## src/rtl/dvfs_pkg.sv

```systemverilog
// Shared DVFS types and code constants, used by the transition sequencer and the DPMU policy FSM.
package dvfs_pkg;

    localparam int unsigned DefaultVW = 2;
    localparam int unsigned DefaultFW = 3;

    // Minimum codes are the reset/battery-saving operating point.
    localparam int unsigned V_MIN = 0;
    localparam int unsigned F_MIN = 0;

    typedef enum logic [2:0] {
        StIdle,
        StVStep,
        StVWait,
        StFStep,
        StFWait,
        StDone
    } dvfs_state_e;

endpackage

```

## src/rtl/dvfs_settle_timer.sv

```systemverilog
// Loadable down-counter timing regulator settle and PLL lock waits; one instance serves both phases.
module dvfs_settle_timer #(
    parameter int unsigned CNT_W = 8
) (
    input  logic             clk,
    input  logic             rst_n,
    input  logic             load_i,
    input  logic [CNT_W-1:0] load_val_i,
    input  logic             dec_i,
    output logic [CNT_W-1:0] value_o,
    output logic             expired_o
);

    logic [CNT_W-1:0] cnt_q, cnt_d;

    always_comb begin
        cnt_d = cnt_q;
        if (load_i) begin
            cnt_d = load_val_i;
        end else if (dec_i && (cnt_q != '0)) begin
            cnt_d = cnt_q - 1'b1;
        end
    end

    always_ff @(posedge clk or negedge rst_n) begin
        if (!rst_n) begin
            cnt_q <= '0;
        end else begin
            cnt_q <= cnt_d;
        end
    end

    assign value_o   = cnt_q;
    // Expired in the last wait cycle, so a wait of N lasts exactly N cycles.
    assign expired_o = (cnt_q <= CNT_W'(1));

endmodule

```

## src/rtl/dvfs_transition_seq.sv

```systemverilog
// Per-domain DVFS sequencer: ramps VID/PLL codes one step at a time, V-before-F up, F-before-V down.
// Optional macro DVFS_SEQ_FASTDOWN_EN: downward frequency phase jumps straight to target in one step.
module dvfs_transition_seq
    import dvfs_pkg::*;
#(
    parameter int unsigned V_W          = DefaultVW,
    parameter int unsigned F_W          = DefaultFW,
    parameter int unsigned CNT_W        = 8,
    parameter int unsigned V_SETTLE_CYC = 16,
    parameter int unsigned F_LOCK_CYC   = 8
) (
    input  logic           clk,
    input  logic           rst_n,
    input  logic [V_W-1:0] tgt_v_i,
    input  logic [F_W-1:0] tgt_f_i,
    input  logic           tgt_valid_i,
    output logic           tgt_ready_o,
    output logic [V_W-1:0] vout_o,
    output logic [F_W-1:0] fout_o,
    output logic           busy_o,
    output logic           done_o
);

    dvfs_state_e    state_q, state_d;
    logic [V_W-1:0] vout_q, vout_d, tgt_v_q, tgt_v_d;
    logic [F_W-1:0] fout_q, fout_d, tgt_f_q, tgt_f_d;
    logic           v_first_q, v_first_d;

    logic             tmr_load, tmr_dec, tmr_expired;
    logic [CNT_W-1:0] tmr_load_val, tmr_val;

    dvfs_settle_timer #(
        .CNT_W(CNT_W)
    ) u_settle_timer (
        .clk       (clk),
        .rst_n     (rst_n),
        .load_i    (tmr_load),
        .load_val_i(tmr_load_val),
        .dec_i     (tmr_dec),
        .value_o   (tmr_val),
        .expired_o (tmr_expired)
    );

    always_comb begin
        state_d      = state_q;
        vout_d       = vout_q;
        fout_d       = fout_q;
        tgt_v_d      = tgt_v_q;
        tgt_f_d      = tgt_f_q;
        v_first_d    = v_first_q;
        tmr_load     = 1'b0;
        tmr_load_val = '0;
        tmr_dec      = 1'b0;

        unique case (state_q)
            StIdle: begin
                if (tgt_valid_i) begin
                    tgt_v_d   = tgt_v_i;
                    tgt_f_d   = tgt_f_i;
                    v_first_d = (tgt_v_i >= vout_q);
                    // Phases already at target are skipped outright.
                    if (tgt_v_i > vout_q) begin
                        state_d = StVStep;
                    end else if (tgt_f_i != fout_q) begin
                        state_d = StFStep;
                    end else if (tgt_v_i != vout_q) begin
                        state_d = StVStep;
                    end else begin
                        state_d = StDone;
                    end
                end
            end
            StVStep: begin
                vout_d       = (tgt_v_q > vout_q) ? vout_q + 1'b1 : vout_q - 1'b1;
                tmr_load     = 1'b1;
                tmr_load_val = CNT_W'(V_SETTLE_CYC);
                state_d      = StVWait;
            end
            StVWait: begin
                tmr_dec = (tmr_val != '0);
                if (tmr_expired) begin
                    if (vout_q != tgt_v_q) begin
                        state_d = StVStep;
                    end else if (v_first_q && (fout_q != tgt_f_q)) begin
                        state_d = StFStep;
                    end else begin
                        state_d = StDone;
                    end
                end
            end
            StFStep: begin
`ifdef DVFS_SEQ_FASTDOWN_EN
                fout_d = (tgt_f_q < fout_q) ? tgt_f_q : fout_q + 1'b1;
`else
                fout_d = (tgt_f_q > fout_q) ? fout_q + 1'b1 : fout_q - 1'b1;
`endif
                tmr_load     = 1'b1;
                tmr_load_val = CNT_W'(F_LOCK_CYC);
                state_d      = StFWait;
            end
            StFWait: begin
                tmr_dec = (tmr_val != '0);
                if (tmr_expired) begin
                    if (fout_q != tgt_f_q) begin
                        state_d = StFStep;
                    end else if (!v_first_q && (vout_q != tgt_v_q)) begin
                        state_d = StVStep;
                    end else begin
                        state_d = StDone;
                    end
                end
            end
            StDone: begin
                state_d = StIdle;
            end
            default: begin
                state_d = StIdle;
            end
        endcase
    end

    always_ff @(posedge clk or negedge rst_n) begin
        if (!rst_n) begin
            state_q   <= StIdle;
            vout_q    <= V_W'(V_MIN);
            fout_q    <= F_W'(F_MIN);
            tgt_v_q   <= V_W'(V_MIN);
            tgt_f_q   <= F_W'(F_MIN);
            v_first_q <= 1'b0;
        end else begin
            state_q   <= state_d;
            vout_q    <= vout_d;
            fout_q    <= fout_d;
            tgt_v_q   <= tgt_v_d;
            tgt_f_q   <= tgt_f_d;
            v_first_q <= v_first_d;
        end
    end

    assign tgt_ready_o = (state_q == StIdle);
    assign busy_o      = (state_q != StIdle);
    assign done_o      = (state_q == StDone);
    assign vout_o      = vout_q;
    assign fout_o      = fout_q;

endmodule

```

## config.mk

```make
export PLATFORM = sky130hd
export DESIGN_NAME = dvfs_transition_seq
export DESIGN_NICKNAME = d
export VERILOG_FILES = /design/src/rtl/dvfs_pkg.sv /design/src/rtl/dvfs_settle_timer.sv /design/src/rtl/dvfs_transition_seq.sv
export SDC_FILE = /design/constraint.sdc
export NUM_CORES = 1
export LEC_CHECK = 0
export BUFFER_PORTS_ARGS = -buffer_cell sky130_fd_sc_hd__buf_2
export CAP_MARGIN = 0
export CORE_AREA = 4 4 54 56
export DETAILED_ROUTE_END_ITERATION = 16
export DIE_AREA = 0 0 58 60
export PLACE_DENSITY = 0.84
export REMOVE_ABC_BUFFERS = 1
export SLEW_MARGIN = 20
export SYNTH_ARGS = -nofsm -noshare
export SYNTH_HDL_FRONTEND = slang
export SYNTH_SLANG_ARGS = --single-unit
```

## constraint.sdc

```tcl
create_clock -name clk -period 6.1 [get_ports clk]
set_clock_uncertainty 0.15 [all_clocks]
set_input_delay 0.915 -clock clk [delete_from_list [all_inputs] [get_ports clk]]
set_output_delay 0.915 -clock clk [all_outputs]
set_load 0.02 [all_outputs]
```

After elaboration in Yosys (flattened, before gate mapping)
Index checks and enable logic that the tools add are counted.

storage, ports and cells
  register bits after elaboration = 22
  input port bits = 8
  output and inout bits = 8
  logic and storage cells = 59

cells by class
  add/subtract/negate cells = 5
  magnitude comparators = 5
  equal/unequal tests = 12
  muxes and demuxes = 18
  reduce and logical (&&, ||, !) cells = 12

operators with widths
  cell                                                  count
  two-way mux 3 bit                                     11
  two-way mux 8 bit                                     2
  one-hot mux 3 bit (5 select lines)                    1
  one-hot mux 5 bit (2 select lines)                    1
  <= comparator 8 x 1 -> 1 bit (second input constant)  1
  nonzero test 8 bit                                    1
  subtractor 8 x 1 -> 8 bit (second input constant)     1
  == test 3 x 2 -> 1 bit (second input constant)        2
  == test 3 bit (second input constant)                 2
  inequality test 2 bit (second input constant)         3
  inequality test 3 bit                                 2
  > comparator 2 bit                                    2
  inequality test 2 bit                                 2
  OR reduction 2 bit                                    2
  adder 3 x 1 -> 3 bit (second input constant)          1
  == test 3 x 1 -> 1 bit (second input constant)        1
  > comparator 3 bit                                    1
  logical AND 1 bit                                     3
  logical NOT 3 bit                                     1
  AND reduction 3 bit                                   1
  nonzero test 3 bit                                    1
  subtractor 3 x 1 -> 3 bit (second input constant)     1
  adder 2 x 1 -> 2 bit (second input constant)          1
  >= comparator 2 bit                                   1
  6 further kinds                                       7

Logic depth before layout (Yosys ltp)
Gate-level depths: netlist of run 1.

  depth in word-level cells = 6
  depth in mapped cells = 10

Modules after synthesis
A second synthesis of run 1 with hierarchy kept.

unflattened totals
  cell total of the unflattened synthesis = 175
  area, all modules = 1,584.0 um^2

by module, submodules not included
  module               times used  cells an instance  area an instance (um^2)  sequential area each (um^2)
  dvfs_transition_seq  1           110                1,014.7                  350.3
  dvfs_settle_timer    1           65                 569.3                    200.2

Worst setup path before layout of run 1
No wires, ideal clock.

  path kind = reg2reg
  start = register fout_q[1], in the netlist fout_o[1]
  end = register fout_q[2], in the netlist fout_o[2]
  setup time = 146 ps
  arrival = 2,241 ps
  data required time = 5,804 ps
  setup slack = 3,563 ps
  stages on the path, launching flop included = 11
  period minus slack after synthesis = 2,537 ps
  cells stage by stage = dfrtp_1 -> inv_1 -> ha_1 -> nor2b_1 -> o21ai_0 -> a21o_1 -> fa_1 -> nor3b_1 -> nand3_1 -> nand3_1 -> o311ai_0

on the way
  cells in the longest elaborated chain, start to end = 2
  elaborated cells on any way between the ends = 4
  classes of those cells = add/sub (2); order compare (1); mux (1)

ends and longest elaborated chain
  item                                                     RTL line                    text
  start, declared                                          dvfs_transition_seq.sv:26   logic [F_W-1:0] fout_q, fout_d, tgt_f_q, tgt_f_d;
  start signal, assigned                                   dvfs_transition_seq.sv:126  fout_q <= F_W'(F_MIN);
  start signal, assigned                                   dvfs_transition_seq.sv:133  fout_q <= fout_d;
  subtractor 3 x 1 -> 3 bit, or another cell as far along  dvfs_transition_seq.sv:95   fout_d = (tgt_f_q > fout_q) ? fout_q + 1'b1 : fout_q - 1'b1;
  two-way mux 3 bit (*)                                    dvfs_transition_seq.sv:95

Every way passes the cells marked *; elsewhere a longest branch is shown, timed or not.
A chain may end at the register's enable or synchronous reset.

Worst setup path after layout of run 1
Ends and elaborated chain as after synthesis.

==> run summary, run 1 <==
setup TNS: 0 ns
layout cells sized above 1: 15.6%
number of synthesized register bits: 22
status: completed
Power Dens Cells: 613 mW/mm^2
Post-synth EDFFs: 0
Die H: 60 um
average cell area after synthesis: 9.40 um^2
core area: 0.00243 mm^2
Hold-fix buffers, CTS: 0
worst-case clock buffer depth: 2
Mapped Cells: 153
First-pass DRT Iterations: 5
Hold Crit Class: reg2reg
internal power: 0.000501 W
RSZ-0062 raised after global routing: false
yosys warns: 0
Root Buffer: clkbuf_4
FMAX: 0.378 GHz
Worst Setup Path Type: reg2reg
asr flop ratio synth: 100%
row count: 18
HP Start: vout_o[1]
crit path from: fout_o[1]
buffers added on ports: 15
Final min period: 2.64 ns
total track usage: 19.0%
switching power: 0.000452 W
sequential share of the synthesized area: 38.3%
CTS clk-pin slew, worst paths: 0.13 ns
ANT cells: 0
vias per cell: 5.70
overall power: 0.000953 W
max-cap violation count: 0
vias in the first global route: 1,173
Initial DRC Count: 18
Routed WL per cell: 13.9 um
Arrival @ worst endpoint: 2.68 ns
synthesized area: 0.00144 mm^2
library cells used by synthesis: 36
Main synth FF type: dfrtp_1
Req. time, crit path: 6.13 ns
io pins: 16
Die ar.: 0.00348 mm^2
clock sinks: 22
FF-to-FF Start: fout_o[1]
Fin. Hold Viols: 0
first-pass GRT wire length: 5.05 mm
H-Tree Depth: 1
initial antenna violation count: 0
Worst-Margin Slew: 0.488 ns
Sw Ratio: 47.4%
Post-CTS Setup Inserts: 0
final setup fails: 0
cts bufs inserted: 3
initial core utilization: 59.2%
maximum VDD drop: 0.000382 V
Final Max Slew Viols: 0
CTS tree: built
largest net degree at the start of global routing: 23
clock network power share: 8.6%
final wirelength: 2.74 mm
P&R area growth vs syn: 8.09%
ANT nets after route: 0
HPWL after DPL: 2.14 mm
CP startpoint kind: flip-flop
die width: 58 um
CP max FO: 5
# resized after CTS: 0
nets: 187
DRC Markers: 0
Critical Path Sink Type: flip-flop
leakage: 0.716 nW
grt ovf: 0
part of the power in registers: 32.8%
Vias: 1,123
routability cong.: 0.848
Gate power share: 58.6%
Skew-Pair Late Insertion Delay: 0.31 ns
Max transition margin: 67.5%
Final Cycle Share: 43.3%
## final cells by class
type / count / area (um^2)
inverters: 13 / 48.8
well taps: 30 / 37.5
repair buffers: 15 / 75.1
multi-input cells: 113 / 807
clock buffers: 4 / 36.3
flip-flops and latches: 22 / 551
fillers: 198 / 877
## placed cells by master, fill, tap and decap left out, drive strengths merged, types with 3 or more instances in the layout
cell type,count
nand3,9
nor2b,3
buf,15
inv,13
nand2b,3
ha,10
xor2,6
mux2,4
xnor2,9
nor3,4
nand2,13
nor2,15
clkbuf,4
dfrtp,22
a21oi,5
o21a,3
o21ai,6
## flip-flops by register name, indices dropped and copies added, names as in the netlist
name and cells:
vout_o 2, tgt_v_q 2, state_q 3, u_settle_timer.value_o 8, fout_o 3, v_first_q 1, tgt_f_q 3
## critical path, stage by stage (launching register included)
cell and delay [ns]:
dfrtp_1 0.45, inv_1 0.07, ha_1 0.31, nor2b_1 0.13
o21ai_0 0.14, a21o_1 0.25, fa_1 0.44, nor3b_1 0.27
nand3_1 0.11, nand3_1 0.09, o311ai_0 0.11
## logic make-up (layout without fill, tap and decap cells)
family,after synthesis,in the layout,synth area share [%]
XOR/XNOR,15,15,9.13
multiplexers,5,5,3.83
adder cells (fa/ha/maj),11,11,10.1
AND/OR/NAND/NOR,55,55,19.2
flip-flops,22,22,38.3
buffers and inverters,18,32,5.65
AO/OA/AOI/OAI,27,27,13.8
## through the flow
stage | cells | setup slack (ns) | utilization, % | cell area [um^2] | hold slack [ns]
finish | 197 | 3.46 | 63.9 | 1560 | 0.353
global route | 197 | 3.27 | 63.9 | 1560 | 0.411
global placement | 193 | 3.61 | 62.4 | 1520 | 0.330
floorplan | 148 | 3.56 | - | 1410 | 0.335
detailed placement | 193 | 3.50 | 62.4 | 1520 | 0.342
CTS | 197 | 3.46 | 63.9 | 1560 | 0.360
## power by group through the flow
stage | registers [W] | logic, W | clock network (W)
6_report | 0.000312 | 0.000558 | 0.0000821
5_1_grt | 0.000327 | 0.000640 | 0.0000892
4_1_cts | 0.000312 | 0.000558 | 0.0000836
3_5_place_dp | 0.000316 | 0.000552 | 0
3_3_place_gp | 0.000310 | 0.000522 | 0
2_1_floorplan | 0.000315 | 0.000416 | 0
## worst paths after layout
check | end | slack (ns) | cells past startpoint
max | fout_o[2] | 3.46 | 10
min | vout_o[1] | 0.35 | 1
max reg2reg | fout_o[2] | 3.46 | 10
min reg2reg | vout_o[1] | 0.35 | 1
max in group asynchronous | state_q[2] | 5.08 | 1
min in group asynchronous | v_first_q | 0.39 | 1
## routing by layer
metal	vias up	routed length [um]	global-route usage [%]
met5	-	0	0
met4	0	77	9.93
met3	9	80	2.38
met2	21	1320	31.5
met1	547	1260	24.3
li1	546	-	-
## cell usage after synthesis (2+ instances only)
cell	instances	area [um^2]
o21a_1	3	22.5
xor2_1	6	52.6
a31oi_1	2	12.5
nand2_1	13	48.8
and3_1	2	12.5
nor2_1	15	56.3
nor2b_1	3	18.8
xnor2_1	9	78.8
o21ai_0	6	30.0
ha_1	10	125
mux2_2	4	45.0
nand3_1	9	45.0
inv_1	13	48.8
and2b_1	2	15.0
a21oi_1	5	25.0
dfrtp_1	22	551
a211oi_1	2	15.0
o311ai_0	2	17.5
buf_2	2	10.0
nor3_1	4	20.0
a21o_1	2	15.0
nand2b_1	3	18.8
No activity file was read; power rests on OpenSTA's default activity.
==> inputs of run 2 (changes only) <==
Settings changed: CORE_AREA 4 4 54 56 to 4 4 56 58, DIE_AREA 0 0 58 60 to 0 0 60 62, PLACE_DENSITY 0.84 to 0.79.
Clock period 6.1 ns to 2.76 ns, I/O delays scaled along.
==> run 2 against run 1 <==
Compared with the run above:
- clock power up 77%
- design area up 0.72%
- final cell count up 1.0%
- critical endpoint unchanged
==> run summary, run 2 (synthesized netlist as in run 1, its figures left out) <==
status: completed (unchanged)
initial antenna violation count: 0 (unchanged)
CTS tree: built (unchanged)
ANT cells: 0 (unchanged)
core area: 0.00266 mm^2 (was 0.00243 mm^2)
Inst Count DP: 194 (was 193)
Critical Path Sink Type: flip-flop (unchanged)
clock network power share: 6.9% (was 8.6%)
layout cells sized above 1: 16.7% (was 15.6%)
vias in the first global route: 1,108 (was 1,173)
Crit path buffers/inverters: 1 (unchanged)
GR Util met2: 31.8% (was 31.5%)
Arrival @ worst endpoint: 2.64 ns (was 2.68 ns)
highest-count cells in the layout ignoring fill and taps: 21 x dfrtp_1, 15 x nor2_1, 15 x buf_2 (was 22 x dfrtp_1, 15 x nor2_1, 15 x buf_2)
part of the power in registers: 32.6% (was 32.8%)
Critical Path Max Stage Delay: 0.45 ns (about the same)
WHS Path Cells: 3 (was 1)
Final min period: 2.62 ns (was 2.64 ns)
internal power: 0.00110 W (was 0.000501 W)
fin util: 58.8% (was 63.9%)
nets: 189 (was 187)
io pins: 16 (unchanged)
die width: 60 um (was 58 um)
leakage: 0.718 nW (was 0.716 nW)
final setup fails: 0 (unchanged)
worst-case reg-to-reg path depth: 10 (unchanged)
crit-path most repeated cell: nand3_1 (unchanged)
cts bufs inserted: 3 (unchanged)
H-Tree Depth: 1 (unchanged)
Gate power share: 60.5% (was 58.6%)
Final Max Slew Viols: 0 (unchanged)
Worst path depth: 10 (unchanged)
Hold Crit Class: in2reg (was reg2reg)
vias per cell: 5.50 (was 5.70)
total track usage: 18.1% (was 19.0%)
largest net degree at the start of global routing: 23 (unchanged)
CP max FO: 4 (was 5)
Max transition margin: 66.5% (was 67.5%)
final wirelength: 2.97 mm (was 2.74 mm)
Largest register FFs: 8 (unchanged)
row count: 19 (was 18)
Root Buffer: clkbuf_4 (unchanged)
ANT nets after route: 0 (unchanged)
Routed WL per cell: 14.9 um (was 13.9 um)
Fin. Hold Viols: 0 (unchanged)
grt ovf: 0 (unchanged)
max-cap violation count: 0 (unchanged)
grt peak-use layer: met2 (unchanged)
HPWL after DPL: 2.18 mm (was 2.14 mm)
Worst-Margin Slew: 0.502 ns (was 0.488 ns)
critical path, cell by cell: inv_1, ha_1, nor2b_1, o21ai_0, a21o_1, fa_1, nor3b_2, nand3_1, nand3_1, o311ai_0 (was inv_1, ha_1, nor2b_1, o21ai_0, a21o_1, fa_1, nor3b_1, nand3_1, nand3_1, o311ai_0)
Initial DRC Count: 37 (was 18)
first-pass GRT wire length: 5.00 mm (was 5.05 mm)
clock sinks: 22 (unchanged)
Sw Ratio: 48.1% (was 47.4%)
buffers added on ports: 15 (unchanged)
First-pass DRT Iterations: 4 (was 5)
Worst Setup Path Type: reg2reg (unchanged)
most common cell after layout, fill and taps aside: dfrtp_1 (unchanged)
Die ar.: 0.00372 mm^2 (was 0.00348 mm^2)
initial core utilization: 54.0% (was 59.2%)
Vias: 1,095 (was 1,123)
grt met3 use: 3.31% (was 2.38%)
Die H: 62 um (was 60 um)
Skew-Pair Late Insertion Delay: 0.30 ns (was 0.31 ns)
FMAX: 0.381 GHz (was 0.378 GHz)
final std cells w/o fill: 199 (was 197)
routability cong.: 0.807 (was 0.848)
switching power: 0.00102 W (was 0.000452 W)
CTS clk-pin slew, worst paths: 0.11 ns (was 0.13 ns)
worst-case clock buffer depth: 2 (unchanged)
slowest CP cell: fa_1 (was dfrtp_1)
DRC Markers: 0 (unchanged)
Final Cycle Share: 95.1% (was 43.3%)
GR Layer Usage met1: 21.2% (was 24.3%)
Req. time, crit path: 2.78 ns (was 6.13 ns)
Power Dens Cells: 1350 mW/mm^2 (was 613 mW/mm^2)
setup TNS: 0 ns (unchanged)
P&R area growth vs syn: 8.87% (was 8.09%)
maximum VDD drop: 0.000802 V (was 0.000382 V)
CP startpoint kind: flip-flop (unchanged)
critical path's top delay family: adder cells (unchanged)
## run 2: cell count changes in the layout (fill, tap and decap cells not counted), sizes merged
cell	before	now
buf	15	16
clkbuf	4	3
dlygate4sd3	0	1
## run 2: layer usage
layer	vias up	part of all wire [%]
met4	0	1.5
met1	520	46
li1	550	-
met5	-	0
met3	4	3.3
met2	21	49
## run 2: area by class of cell
class / instances / area (um^2)
tap: 31 / 38.8
clock buffer: 3 / 22.5
fill: 244 / 1100
timing repair buffer: 17 / 92.6
multi-input combinational: 113 / 812
sequential: 22 / 552
inverter: 13 / 48.8
## run 2: power by group through the flow
stage / combinational (W) / clock [W] / sequential (W)
floorplan: 0.000919 / 0 / 0.000697
global placement: 0.00116 / 0 / 0.000684
detailed placement: 0.00123 / 0 / 0.000697
CTS: 0.00125 / 0.000149 / 0.000692
global route: 0.00144 / 0.000165 / 0.000715
finish: 0.00128 / 0.000145 / 0.000689
## run 2: final timing paths
| check | startpoint | to | slack (ns) |
|---|---|---|---|
| worst max-delay path | fout_o[1] | fout_o[2] | 0.14 |
| worst min register to register | vout_o[1] | vout_o[1] | 0.35 |
| max in group asynchronous | rst_n | fout_o[1] | 1.65 |
| min in group asynchronous | rst_n | u_settle_timer.value_o[1] | 0.44 |
| worst min-delay path | tgt_v_i[0] | tgt_v_q[0] | 0.19 |
| worst max register to register | fout_o[1] | fout_o[2] | 0.14 |
## run 2: timing repair
action	in CTS	in global routing
hold endpoints to repair	22	0
hold buffers	1	0
resized for setup	0	2
endpoints found under the setup margin	0	1
buffers inserted	0	1
## run 2: stage by stage
| step | hold slack, ns | worst slack [ns] | cell area (um^2) | power [W] |
|---|---|---|---|---|
| finish | 0.193 | 0.136 | 1570 | 0.00212 |
| global placement | 0.260 | 0.286 | 1520 | 0.00185 |
| global route | 0.200 | -0.0311 | 1570 | 0.00232 |
| detailed placement | 0.263 | 0.0737 | 1520 | 0.00193 |
| CTS | 0.188 | 0.0760 | 1550 | 0.00209 |
| floorplan | -0.0316 | 0.223 | 1410 | 0.00162 |
## run 2: worst min-delay path, cell delays in order
cell	delay, ns
buf_2	0.09
nand2_1	0.04
o21ai_0	0.07
==> inputs of run 3 (changes only) <==
Settings changed: CELL_PAD_IN_SITES_DETAIL_PLACEMENT set to 0, CELL_PAD_IN_SITES_GLOBAL_PLACEMENT set to 1, CORE_AREA 4 4 56 58 to 4 4 65 67, DIE_AREA 0 0 60 62 to 0 0 69 71, PLACE_DENSITY 0.79 to 0.75.
Clock period 2.76 ns to 2.6 ns, I/O delays scaled along.
==> run 3 against run 2 <==
Compared with the run above:
- critical path depth shrank 1
- first-iteration DRC count grew 27%
- sequential share of layout area shrank 1.6 points
- clock-buffer cell count is the same
- final cell count grew 10%
- total power grew 11%
- fmax grew 6.8%
- setup slack gained 0.0080 ns
- non-clock buffer count grew 3
- core utilization shrank 14 points
- largest power group unchanged
==> run summary, run 3 (synthesized netlist as in run 1, its figures left out) <==
Largest register FFs: 8 (unchanged)
final std cells w/o fill: 219 (was 199)
largest net degree at the start of global routing: 23 (unchanged)
total track usage: 13.2% (was 18.1%)
Critical Path Sink Type: flip-flop (unchanged)
maximum VDD drop: 0.000511 V (was 0.000802 V)
Vias: 1,102 (was 1,095)
highest-count cells in the layout ignoring fill and taps: 22 x dfrtp_1, 15 x nor2_1, 15 x buf_2 (was 21 x dfrtp_1, 15 x nor2_1, 15 x buf_2)
internal power: 0.00125 W (was 0.00110 W)
P&R area growth vs syn: 13.7% (was 8.87%)
fin util: 45.0% (was 58.8%)
First-pass DRT Iterations: 4 (unchanged)
first-pass GRT wire length: 5.27 mm (was 5.00 mm)
status: completed (unchanged)
initial antenna violation count: 0 (unchanged)
Final min period: 2.46 ns (was 2.62 ns)
final setup fails: 0 (unchanged)
row count: 22 (was 19)
Die ar.: 0.00490 mm^2 (was 0.00372 mm^2)
CP startpoint kind: flip-flop (unchanged)
part of the power in registers: 30.4% (was 32.6%)
CTS clk-pin slew, worst paths: 0.08 ns (was 0.11 ns)
Die H: 71 um (was 62 um)
ANT nets after route: 0 (unchanged)
ANT cells: 0 (unchanged)
initial core utilization: 39.6% (was 54.0%)
Req. time, crit path: 2.57 ns (was 2.78 ns)
Sw Ratio: 46.6% (was 48.1%)
most common cell after layout, fill and taps aside: dfrtp_1 (unchanged)
Power Dens Cells: 1430 mW/mm^2 (was 1350 mW/mm^2)
CTS tree: built (unchanged)
Final Cycle Share: 94.5% (was 95.1%)
worst-case clock buffer depth: 2 (unchanged)
leakage: 0.745 nW (was 0.718 nW)
layout cells sized above 1: 18.1% (was 16.7%)
clock network power share: 9.1% (was 6.9%)
Routed WL per cell: 14.0 um (was 14.9 um)
vias in the first global route: 1,163 (was 1,108)
Gate power share: 60.5% (about the same)
Hold Crit Class: in2reg (unchanged)
FMAX: 0.407 GHz (was 0.381 GHz)
core area: 0.00363 mm^2 (was 0.00266 mm^2)
buffers added on ports: 15 (unchanged)
H-Tree Depth: 1 (unchanged)
Max transition margin: 65.3% (was 66.5%)
Worst-Margin Slew: 0.521 ns (was 0.502 ns)
Arrival @ worst endpoint: 2.43 ns (was 2.64 ns)
Inst Count DP: 213 (was 194)
grt ovf: 0 (unchanged)
Worst Setup Path Type: reg2reg (unchanged)
max-cap violation count: 0 (unchanged)
die width: 69 um (was 60 um)
final wirelength: 3.07 mm (was 2.97 mm)
vias per cell: 5.03 (was 5.50)
nets: 192 (was 189)
Skew-Pair Late Insertion Delay: 0.26 ns (was 0.30 ns)
switching power: 0.00109 W (was 0.00102 W)
Root Buffer: clkbuf_8 (was clkbuf_4)
Initial DRC Count: 47 (was 37)
CP max FO: 4 (unchanged)
cts bufs inserted: 3 (unchanged)
Fin. Hold Viols: 0 (unchanged)
Final Max Slew Viols: 0 (unchanged)
clock sinks: 22 (unchanged)
io pins: 16 (unchanged)
DRC Markers: 0 (unchanged)
routability cong.: 0.884 (was 0.807)
HPWL after DPL: 2.28 mm (was 2.18 mm)
[run 3: metal layers]
layer / global-route usage, % / vias up / part of all wire [%]
met5: 0 / - / 0
met3: 2.27 / 8 / 2.5
met4: 4.56 / 0 / 2.8
met2: 23.6 / 16 / 50
met1: 15.8 / 525 / 44
li1: - / 553 / -
[run 3: what timing repair did]
| action | in CTS | in global routing |
|---|---|---|
| buffers inserted | 0 | 2 |
| endpoints found under the setup margin | 0 | 1 |
| gates resized for setup | 0 | 4 |
| endpoints found under the hold margin | 22 | 0 |
| hold buffers | 1 | 0 |
[run 3: final timing paths]
| path | start | to | slack (ns) | depth (start not counted) |
|---|---|---|---|---|
| max reg2reg | fout_o[2] | fout_o[2] | 0.14 | 9 |
| max in group asynchronous | rst_n | tgt_f_q[0] | 1.47 | 2 |
| max | fout_o[2] | fout_o[2] | 0.14 | 9 |
| min | tgt_v_i[0] | tgt_v_q[0] | 0.19 | 3 |
| min reg2reg | vout_o[1] | vout_o[1] | 0.36 | 1 |
| min in group asynchronous | rst_n | u_settle_timer.value_o[5] | 0.48 | 2 |
[run 3: worst max-delay path, cell delays in order, from the launching register on]
cell	delay, ns
dfrtp_1	0.40
inv_1	0.09
ha_1	0.33
and3_1	0.20
a21o_1	0.21
fa_2	0.40
nor3b_4	0.22
nand3_1	0.10
nand3_1	0.09
o311ai_0	0.12
[run 3: layout make-up]
type	count	area, um^2
inverter	13	48.8
clock buffer	3	41.3
tap	48	60.1
sequential	22	551
multi-input combinational	113	821
fill	375	2000
timing repair buffer	20	115
[run 3: power groups by stage]
stage / clock [W] / combinational (W) / sequential [W]
CTS: 0.000225 / 0.00137 / 0.000712
floorplan: 0 / 0.000975 / 0.000740
detailed placement: 0 / 0.00135 / 0.000718
finish: 0.000214 / 0.00142 / 0.000711
global route: 0.000240 / 0.00161 / 0.000742
global placement: 0 / 0.00132 / 0.000710
[run 3: per-stage QoR]
step | setup TNS, ns | setup slack (ns) | hold slack, ns | instance area (um^2) | total power, W
finish | 0 | 0.144 | 0.194 | 1640 | 0.00234
global route | -0.0172 | -0.0172 | 0.204 | 1640 | 0.00260
CTS | 0 | 0.0197 | 0.192 | 1610 | 0.00231
detailed placement | 0 | 0.0418 | 0.260 | 1560 | 0.00207
global placement | 0 | 0.208 | 0.248 | 1560 | 0.00203
floorplan | 0 | 0.0633 | -0.0556 | 1410 | 0.00172
